File: src/rtl/if_id_inst_queue_if.sv
// Fetch-to-decode handshake bundle for the instruction queue.
// slave is the queue side, master is the fetch/decode environment side.
interface if_id_inst_queue_if #(
    parameter int W     = 32,
    parameter int DEPTH = 4
);
    localparam int AW = $clog2(DEPTH);

    logic          in_valid;
    logic          in_ready;
    logic [W-1:0]  in_pc;
    logic [W-1:0]  in_inst;
    logic          out_valid;
    logic          out_ready;
    logic [W-1:0]  out_pc;
    logic [W-1:0]  out_inst;
    logic          flush;
    logic          flush_keep_slot;
    logic [AW:0]   count;

    modport slave (
        input  in_valid, in_pc, in_inst, out_ready, flush, flush_keep_slot,
        output in_ready, out_valid, out_pc, out_inst, count
    );

    modport master (
        output in_valid, in_pc, in_inst, out_ready, flush, flush_keep_slot,
        input  in_ready, out_valid, out_pc, out_inst, count
    );
endinterface

File: src/rtl/if_id_inst_queue.sv
// Circular {pc, inst} FIFO between fetch and decode, with branch flush
// that can preserve a single delay-slot instruction.
module if_id_inst_queue #(
    parameter int W     = 32,
    parameter int DEPTH = 4
) (
    input  logic                clk,
    input  logic                rst,
    if_id_inst_queue_if.slave   q
);
    localparam int AW = $clog2(DEPTH);
    localparam int CW = AW + 1;
    localparam logic [CW-1:0] FULL_CNT = CW'(DEPTH);

    logic [W-1:0]  r_pc_mem   [DEPTH];
    logic [W-1:0]  r_inst_mem [DEPTH];
    logic [AW-1:0] r_rd;
    logic [AW-1:0] r_wr;
    logic [CW-1:0] r_count;

    logic          w_in_ready;
    logic          w_out_valid;
    logic          w_push;
    logic          w_pop;
    logic [CW-1:0] w_rem;
    logic          w_we;
    logic [AW-1:0] w_rd_nxt;
    logic [AW-1:0] w_wr_nxt;
    logic [CW-1:0] w_count_nxt;

    assign w_in_ready  = (r_count < FULL_CNT);
    assign w_out_valid = (r_count != '0);
    assign w_push      = q.in_valid & w_in_ready;
    assign w_pop       = w_out_valid & q.out_ready;
    // Entries left once the branch at the head has been consumed this cycle.
    assign w_rem       = r_count - CW'(w_pop);

    always_comb begin
        w_we        = w_push;
        w_rd_nxt    = r_rd + AW'(w_pop);
        w_wr_nxt    = r_wr + AW'(w_push);
        w_count_nxt = r_count + CW'(w_push) - CW'(w_pop);
        if (q.flush) begin
            w_we        = 1'b0;
            w_rd_nxt    = '0;
            w_wr_nxt    = '0;
            w_count_nxt = '0;
            if (q.flush_keep_slot) begin
                if (w_rem != '0) begin
                    w_rd_nxt    = r_rd + AW'(w_pop);
                    w_wr_nxt    = r_rd + AW'(w_pop) + AW'(1);
                    w_count_nxt = CW'(1);
                end else if (w_push) begin
                    w_we        = 1'b1;
                    w_rd_nxt    = r_wr;
                    w_wr_nxt    = r_wr + AW'(1);
                    w_count_nxt = CW'(1);
                end
            end
        end
    end

    always_ff @(posedge clk or negedge rst) begin
        if (!rst) begin
            r_rd    <= '0;
            r_wr    <= '0;
            r_count <= '0;
        end else begin
            r_rd    <= w_rd_nxt;
            r_wr    <= w_wr_nxt;
            r_count <= w_count_nxt;
        end
    end

    // Storage needs no reset: it is never observed while count is zero.
    always_ff @(posedge clk) begin
        if (w_we) begin
            r_pc_mem[r_wr]   <= q.in_pc;
            r_inst_mem[r_wr] <= q.in_inst;
        end
    end

    assign q.in_ready  = w_in_ready;
    assign q.out_valid = w_out_valid;
    assign q.out_pc    = w_out_valid ? r_pc_mem[r_rd]   : '0;
    assign q.out_inst  = w_out_valid ? r_inst_mem[r_rd] : '0;
    assign q.count     = r_count;
endmodule
File: src/flat_wrapper.sv
// flat-port wrapper written by rule: the top's interface ports become plain ports
module if_id_inst_queue_flat 
#(
    parameter int W     = 32,
    parameter int DEPTH = 4
)
  (clk, rst, q_in_valid, q_in_pc, q_in_inst, q_out_ready, q_flush, q_flush_keep_slot, q_in_ready, q_out_valid, q_out_pc, q_out_inst, q_count);
  if_id_inst_queue_if #(.W(W), .DEPTH(DEPTH)) q_i ();
  input  logic clk;
  input  logic rst;
  input wire logic [$bits(q_i.in_valid)-1:0] q_in_valid;
  input wire logic [$bits(q_i.in_pc)-1:0] q_in_pc;
  input wire logic [$bits(q_i.in_inst)-1:0] q_in_inst;
  input wire logic [$bits(q_i.out_ready)-1:0] q_out_ready;
  input wire logic [$bits(q_i.flush)-1:0] q_flush;
  input wire logic [$bits(q_i.flush_keep_slot)-1:0] q_flush_keep_slot;
  output wire logic [$bits(q_i.in_ready)-1:0] q_in_ready;
  output wire logic [$bits(q_i.out_valid)-1:0] q_out_valid;
  output wire logic [$bits(q_i.out_pc)-1:0] q_out_pc;
  output wire logic [$bits(q_i.out_inst)-1:0] q_out_inst;
  output wire logic [$bits(q_i.count)-1:0] q_count;
  assign q_i.in_valid = q_in_valid;
  assign q_i.in_pc = q_in_pc;
  assign q_i.in_inst = q_in_inst;
  assign q_i.out_ready = q_out_ready;
  assign q_i.flush = q_flush;
  assign q_i.flush_keep_slot = q_flush_keep_slot;
  assign q_in_ready = q_i.in_ready;
  assign q_out_valid = q_i.out_valid;
  assign q_out_pc = q_i.out_pc;
  assign q_out_inst = q_i.out_inst;
  assign q_count = q_i.count;
  if_id_inst_queue #(.W(W), .DEPTH(DEPTH)) u_core (.clk(clk), .rst(rst), .q(q_i));
endmodule
File: config.mk
export PLATFORM = sky130hd
export DESIGN_NAME = if_id_inst_queue_flat
export DESIGN_NICKNAME = d
export VERILOG_FILES = /design/src/rtl/if_id_inst_queue_if.sv /design/src/rtl/if_id_inst_queue.sv /design/src/flat_wrapper.sv
export SDC_FILE = /design/constraint.sdc
export NUM_CORES = 1
export LEC_CHECK = 0
export CORE_MARGIN = 4
export CORE_UTILIZATION = 55
export DETAILED_ROUTE_END_ITERATION = 16
export PLACE_DENSITY = 0.88
export RECOVER_POWER = 25
export SYNTH_ARGS = -nofsm -noshare
export SYNTH_HDL_FRONTEND = slang
export SYNTH_SLANG_ARGS = --single-unit
File: constraint.sdc
create_clock -name clk -period 3.9 [get_ports clk]
set_input_delay 0.585 -clock clk [delete_from_list [all_inputs] [get_ports clk]]
set_output_delay 0.585 -clock clk [all_outputs]
set_load 0.05 [all_outputs]
Word-level counts from Yosys, hierarchy flattened
Memories as Yosys holds them, arrays and structs flattened.
Cells that the tools add are included.
{"block": "classes", "n_addsub": 7, "magnitude_cmp": 1, "mux": 20, "n_bitwise": 2, "n_reduce_logical": 2}
{"operator": "32-bit 2-to-1 mux", "n": 2}
{"operator": "2-bit 2-to-1 mux", "n": 8}
{"operator": "3-bit 2-to-1 mux", "n": 3}
{"operator": "1-bit 2-to-1 mux", "n": 7}
{"operator": "3-bit nonzero test", "n": 2}
{"operator": "3-bit by 1-bit subtractor with 3-bit output", "n": 2}
{"operator": "2-bit by 1-bit adder with 2-bit output", "n": 2}
{"operator": "2-bit by 1-bit adder with 2-bit output, second input constant", "n": 2}
{"operator": "3-bit by 1-bit adder with 3-bit output", "n": 1}
{"operator": "3-bit < comparator, second input constant", "n": 1}
{"operator": "1-bit AND", "n": 2}
{"block": "word_totals", "reg_bits": 7, "ram_bits": 256, "inputBits": 70, "out_inout_bits": 69, "mem_count": 2}
{"memory": "u_core.r_inst_mem", "words": 4, "word_bits": 32, "read_ports": 1, "rd_ports_with_merged_regs": 0, "write_ports": 1, "line": "if_id_inst_queue.sv:16", "rtl": "logic [W-1:0] r_inst_mem [DEPTH];"}
{"memory": "u_core.r_pc_mem", "words": 4, "word_bits": 32, "read_ports": 1, "rd_ports_with_merged_regs": 0, "write_ports": 1, "line": "if_id_inst_queue.sv:15", "rtl": "logic [W-1:0] r_pc_mem [DEPTH];"}

Logic depth before layout (Yosys ltp)
Gate-level depths: netlist (run 1).
{"block": "depth", "word_depth": 9, "ltp_mapped": 8}

Least setup slack after synthesis (run 1)
OpenSTA, ideal clock, no wires.
{"block": "synth_path", "kind": "reg-to-reg", "startpoint": "register u_core.r_count[1] (netlist: u_core.q.count[1])", "endpoint": "memory u_core.r_inst_mem[0][0] (enable)", "setup_time_ns": 0.429, "arrival_time_ns": 2.827, "t_required_ns": 3.471, "slack_ns": 0.644, "stages_incl_launch_ff": 5, "path_buffers": 0, "period_less_slack_ns": 3.256, "path_cell_list": "dfrtp_1 > nor2_1 > nand3_1 > a21boi_1 > and2_1"}
{"block": "synth_via", "elab_chain_len": 9, "elab_cells_between_ends": 12, "classes_between": "add/sub: 1; order compare: 1; mux: 6; bitwise: 2; reduce/logical: 2"}
{"item": "start, declared", "line": "if_id_inst_queue.sv:19", "rtl": "logic [CW-1:0] r_count;"}
{"item": "start signal, assigned", "line": "if_id_inst_queue.sv:71", "rtl": "r_count <= w_count_nxt;"}
{"item": "3-bit nonzero test", "line": "if_id_inst_queue.sv:32", "rtl": "assign w_out_valid = (r_count != '0);"}
{"item": "1-bit AND", "line": "if_id_inst_queue.sv:34", "rtl": "assign w_pop = w_out_valid & q.out_ready;"}
{"item": "3-bit by 1-bit subtractor with 3-bit output", "line": "if_id_inst_queue.sv:36", "rtl": "assign w_rem = r_count - CW'(w_pop);"}
{"item": "3-bit nonzero test", "line": "if_id_inst_queue.sv:49", "rtl": "if (w_rem != '0) begin"}
{"item": "1-bit 2-to-1 mux", "line": "if_id_inst_queue.sv:49"}
{"item": "1-bit 2-to-1 mux", "line": "if_id_inst_queue.sv:48", "rtl": "if (q.flush_keep_slot) begin"}
{"item": "1-bit 2-to-1 mux *", "line": "if_id_inst_queue.sv:43", "rtl": "if (q.flush) begin"}
{"item": "1-bit 2-to-1 mux *", "line": "if_id_inst_queue.sv:77", "rtl": "if (w_we) begin"}
{"item": "1-bit 2-to-1 mux (not written as such) *", "line": "if_id_inst_queue.sv:79", "rtl": "r_inst_mem[r_wr] <= q.in_inst;"}
{"item": "end, declared", "line": "if_id_inst_queue.sv:16"}
Mark *: on every way between the ends. The rest lies on a longest branch, timed or not.

Final worst setup path (run 1)
{"block": "layout_path", "startpoint": "register u_core.r_rd[0]", "endpoint": "output q_out_inst[10]"}
{"block": "layout_via", "elab_chain_len": 2}
{"item": "start, declared", "line": "if_id_inst_queue.sv:17", "rtl": "logic [AW-1:0] r_rd;"}
{"item": "start signal, assigned", "line": "if_id_inst_queue.sv:69", "rtl": "r_rd <= w_rd_nxt;"}
{"item": "memory read 4 x 32 bit"}
{"item": "32-bit 2-to-1 mux", "line": "if_id_inst_queue.sv:86", "rtl": "assign q.out_inst = w_out_valid ? r_inst_mem[r_rd] : '0;"}
{"item": "end, declared", "line": "flat_wrapper.sv:20", "rtl": "output wire logic [$bits(q_i.out_inst)-1:0] q_out_inst;"}
No other way between the ends.

==> results of run 1 <==
-- power by group through the flow --
stage               Sequential, mW  Combinational (mW)  Clock [mW]
floorplan                     3.68                3.02           0
global placement              3.76                4.14           0
detailed placement            3.79                4.20           0
CTS                           3.74                4.22        2.53
global route                  3.78                4.36        2.66
finish                        3.74                4.15        2.49
-- layout make-up --
class	count	area (µm²)
Multi-Input combinational cell	181	2277
Clock buffer	31	690.7
Sequential cell	263	7870
Timing Repair Buffer	144	1501
Tap cell	229	286.5
Inverter	5	18.77
Clock inverter	17	175.2
Antenna cell	3	7.507
Fill cell	1101	5443
-- metal layers --
metal / routed length, µm / part of all wire [%]
met4: 430 / 2.1
met5: 0 / 0
met2: 10680 / 53
met3: 1392 / 6.9
met1: 7619 / 38
-- cell usage in the layout, fill, tap and decap left out, drive strengths merged, types with 2 or more instances in the layout --
cell and count:
buf 6, bufinv 3, o2bb2ai 3, o211ai 2
dlygate4sd3 39, xor2 3, diode 3, o21ai 5
inv 6, nand3 3, nand2 4, clkinv 11
and2 68, dfrtp 7, mux4 64, clkinvlp 2
xnor2 3, edfxtp 256, clkdlybuf4s50 99, ha 7
nor2 5, clkbuf 31
-- sequential cells by signal (all words and copies together) (netlist names) --
name / flops
u_core.q.count: 3
u_core.r_inst_mem: 128
u_core.r_pc_mem: 128
u_core.r_rd: 2
u_core.r_wr: 2
-- cell families after synthesis --
group           Yosys count  synth area share, %
fa+ha+maj                 8                1.037
mux                      64                13.89
compound gates           16                1.254
xor+xnor                  6               0.5067
flops                   263                75.79
simple gates             87                5.162
buf+inv                  29                2.352
-- metrics by stage --
stage / power [mW] / std cells
3_3_place_gp: 7.905 / 822
4_1_cts: 10.49 / 870
6_report: 10.38 / 873
3_5_place_dp: 7.990 / 822
2_1_floorplan: 6.704 / 473
5_1_grt: 10.80 / 873
-- worst reg2reg max path: cells and delay by family, from the launching register on --
family          cells  cell delay [ns]
simple gates        3             0.96
buf+inv             1             0.33
compound gates      1             0.31
flops               1             0.48
-- how the worst min path moves through the flow --
stage | to | slack, ns
2_1_floorplan | u_core.q.count[0] | 0.29
3_3_place_gp | u_core.r_wr[1] | 0.65
3_5_place_dp | u_core.r_wr[1] | 0.68
4_1_cts | u_core.q.count[0] | 0.34
5_1_grt | u_core.q.count[0] | 0.43
6_report | u_core.q.count[0] | 0.41
==> impl_results.md, run 1 <==
- Core area: 18270 µm²
- Post-synth EDFFs: 256
- Crit start category: flop
- Crit-path slowest cell: clkdlybuf4s50_1
- CTS Buf Count: 27
- Max cap viols: 0
- CP Max Fanout: 33
- Distinct cells, synth: 35
- Final Core Density: 70.21%
- Setup crit end kind: output port
- Worst reg2reg startpoint: u_core.q.count[1]
- WP data arrival: 3.04 ns
- Reg2reg end: u_core.r_pc_mem[1][29]
- Worst path required time: 3.31 ns
- Post-synth top area cell: edfxtp_1
- PD cells: 809.1 nW/µm²
- Crit path cell chain: buf_12, mux4_2, and2_1, clkdlybuf4s50_1
- GRT Residual Overflow: 0
- Setup TNS: 0 ns
- Pre-CTS setup slack: 0.8178 ns
- Status: finished, final reports clean
- Setup ws final: 0.2713 ns
- Register area share after synthesis: 75.79%
- Synthesized cell area: 10370 µm²
- Post-CTS sizing: 0
- Drt drc: 0
- Share of cells above drive strength 1: 18.88%
- Io pins: 139
- Yosys top cell area share: 74.10%
- Met2 usage: 32.67%
- CP top delay family: buffers and inverters
- Clock sink total: 263
- DRT Pass-1 Iters: 5
- F_max: 275.6 MHz
- Vias/cell: 5.844
- Syn_area_per_cell: 21.93 µm²
- Fin crit share: 93.04%
- RSZ-0062 raised after global routing: no
- Final hold violation count: 0
- Synth async-reset ratio: 2.662%
- YS warnings: 0
- Finished Cell Area: 12830 µm²
- CTS clk-pin slew, worst paths: 0.06 ns
- Minimum clock period: 3.629 ns
- Worst Hold Class: in -> async
- WS Path Type: reg -> out
- Hold_buf cts: 0
- Least-Margin Pin Slew: 1.037 ns
- Clock power share: 24.0%
- R2r setup slk: 1.46 ns
- Main synth FF type: edfxtp_1
- Placer Congestion: 0.7686
- Via count: 5102
- Max Buffers Root-to-Sink: 3
- Most common cell in the netlist: edfxtp_1
- Drt total wl: 20.12 mm
- Sw Share: 36.73%
- DIE WIDTH: 145.3 µm
- Fin Clk Skew: 0.01500 ns
- Die H: 145.3 µm
- CTS tree: done
- Vias in the first global route: 5500
- CTS HTree Levels: 1
- Initial antenna violation count: 3
- Critical path buffer and inverter count: 2
- Synth top cells by count: edfxtp_1, and2_1, mux4_2, buf_2, buf_6
- Max_slew headroom: 30.88%
- First-pass GRT wire length: 31.53 mm
- Final Max Tran Viols: 0
- Static leakage: 4.138 nW
- Final ANT Viol Nets: 0
- Met1 GRT Util: 24.56%
- Post-Syn Instances: 473
- Clock Latency Late Sink: 0.53 ns
- VDD IR max: 0.5313 mV
- Initial DRC count: 394
- GRT Overall Usage: 18.89%
- Synth Register Bits: 263
- Final Setup Violations: 0
- Synthesized Nets: 551
- Comb pwr share: 40.0%
- Area growth syn-to-layout: 23.65%
- Power Internal: 6.567 mW
- Port Buffers: 138
- Register-to-Register Path Depth: 5
- Critical Path End: q_out_inst[10]
- Dpl cell area: 11950 µm²
- CTS root buf: clkbuf_16
- Largest net degree at the start of global routing: 69
- Worst stage delay on the critical path: 0.71 ns
- Sw power: 3.812 mW
- Routed WL per cell: 23.05 µm
- Met3 Use GR: 4.017%
- Levels on crit path: 4
- Initial Util: 56.78%
- Most used routing layer: met2
- Final hold slack: 0.4120 ns
- Nets: 700
- Post CTS Setup Buffer Count: 0
- Part of the power in registers: 36.0%
- Total die area: 21120 µm²
- CP Launch Point: u_core.r_rd[0]
- Row count: 49
- Main area contributors after synthesis: edfxtp_1, mux4_2, and2_1, dfrtp_1, buf_6
- Dpl hpwl: 11.94 mm
No activity file was read; power rests on OpenSTA's default activity.
==> run 2, diff against run 1 <==
Settings changed: CTS_CLUSTER_SIZE set to 16.
==> results of run 2 <==
No change in the layout: final DEF, timing and power equal those of run 1.
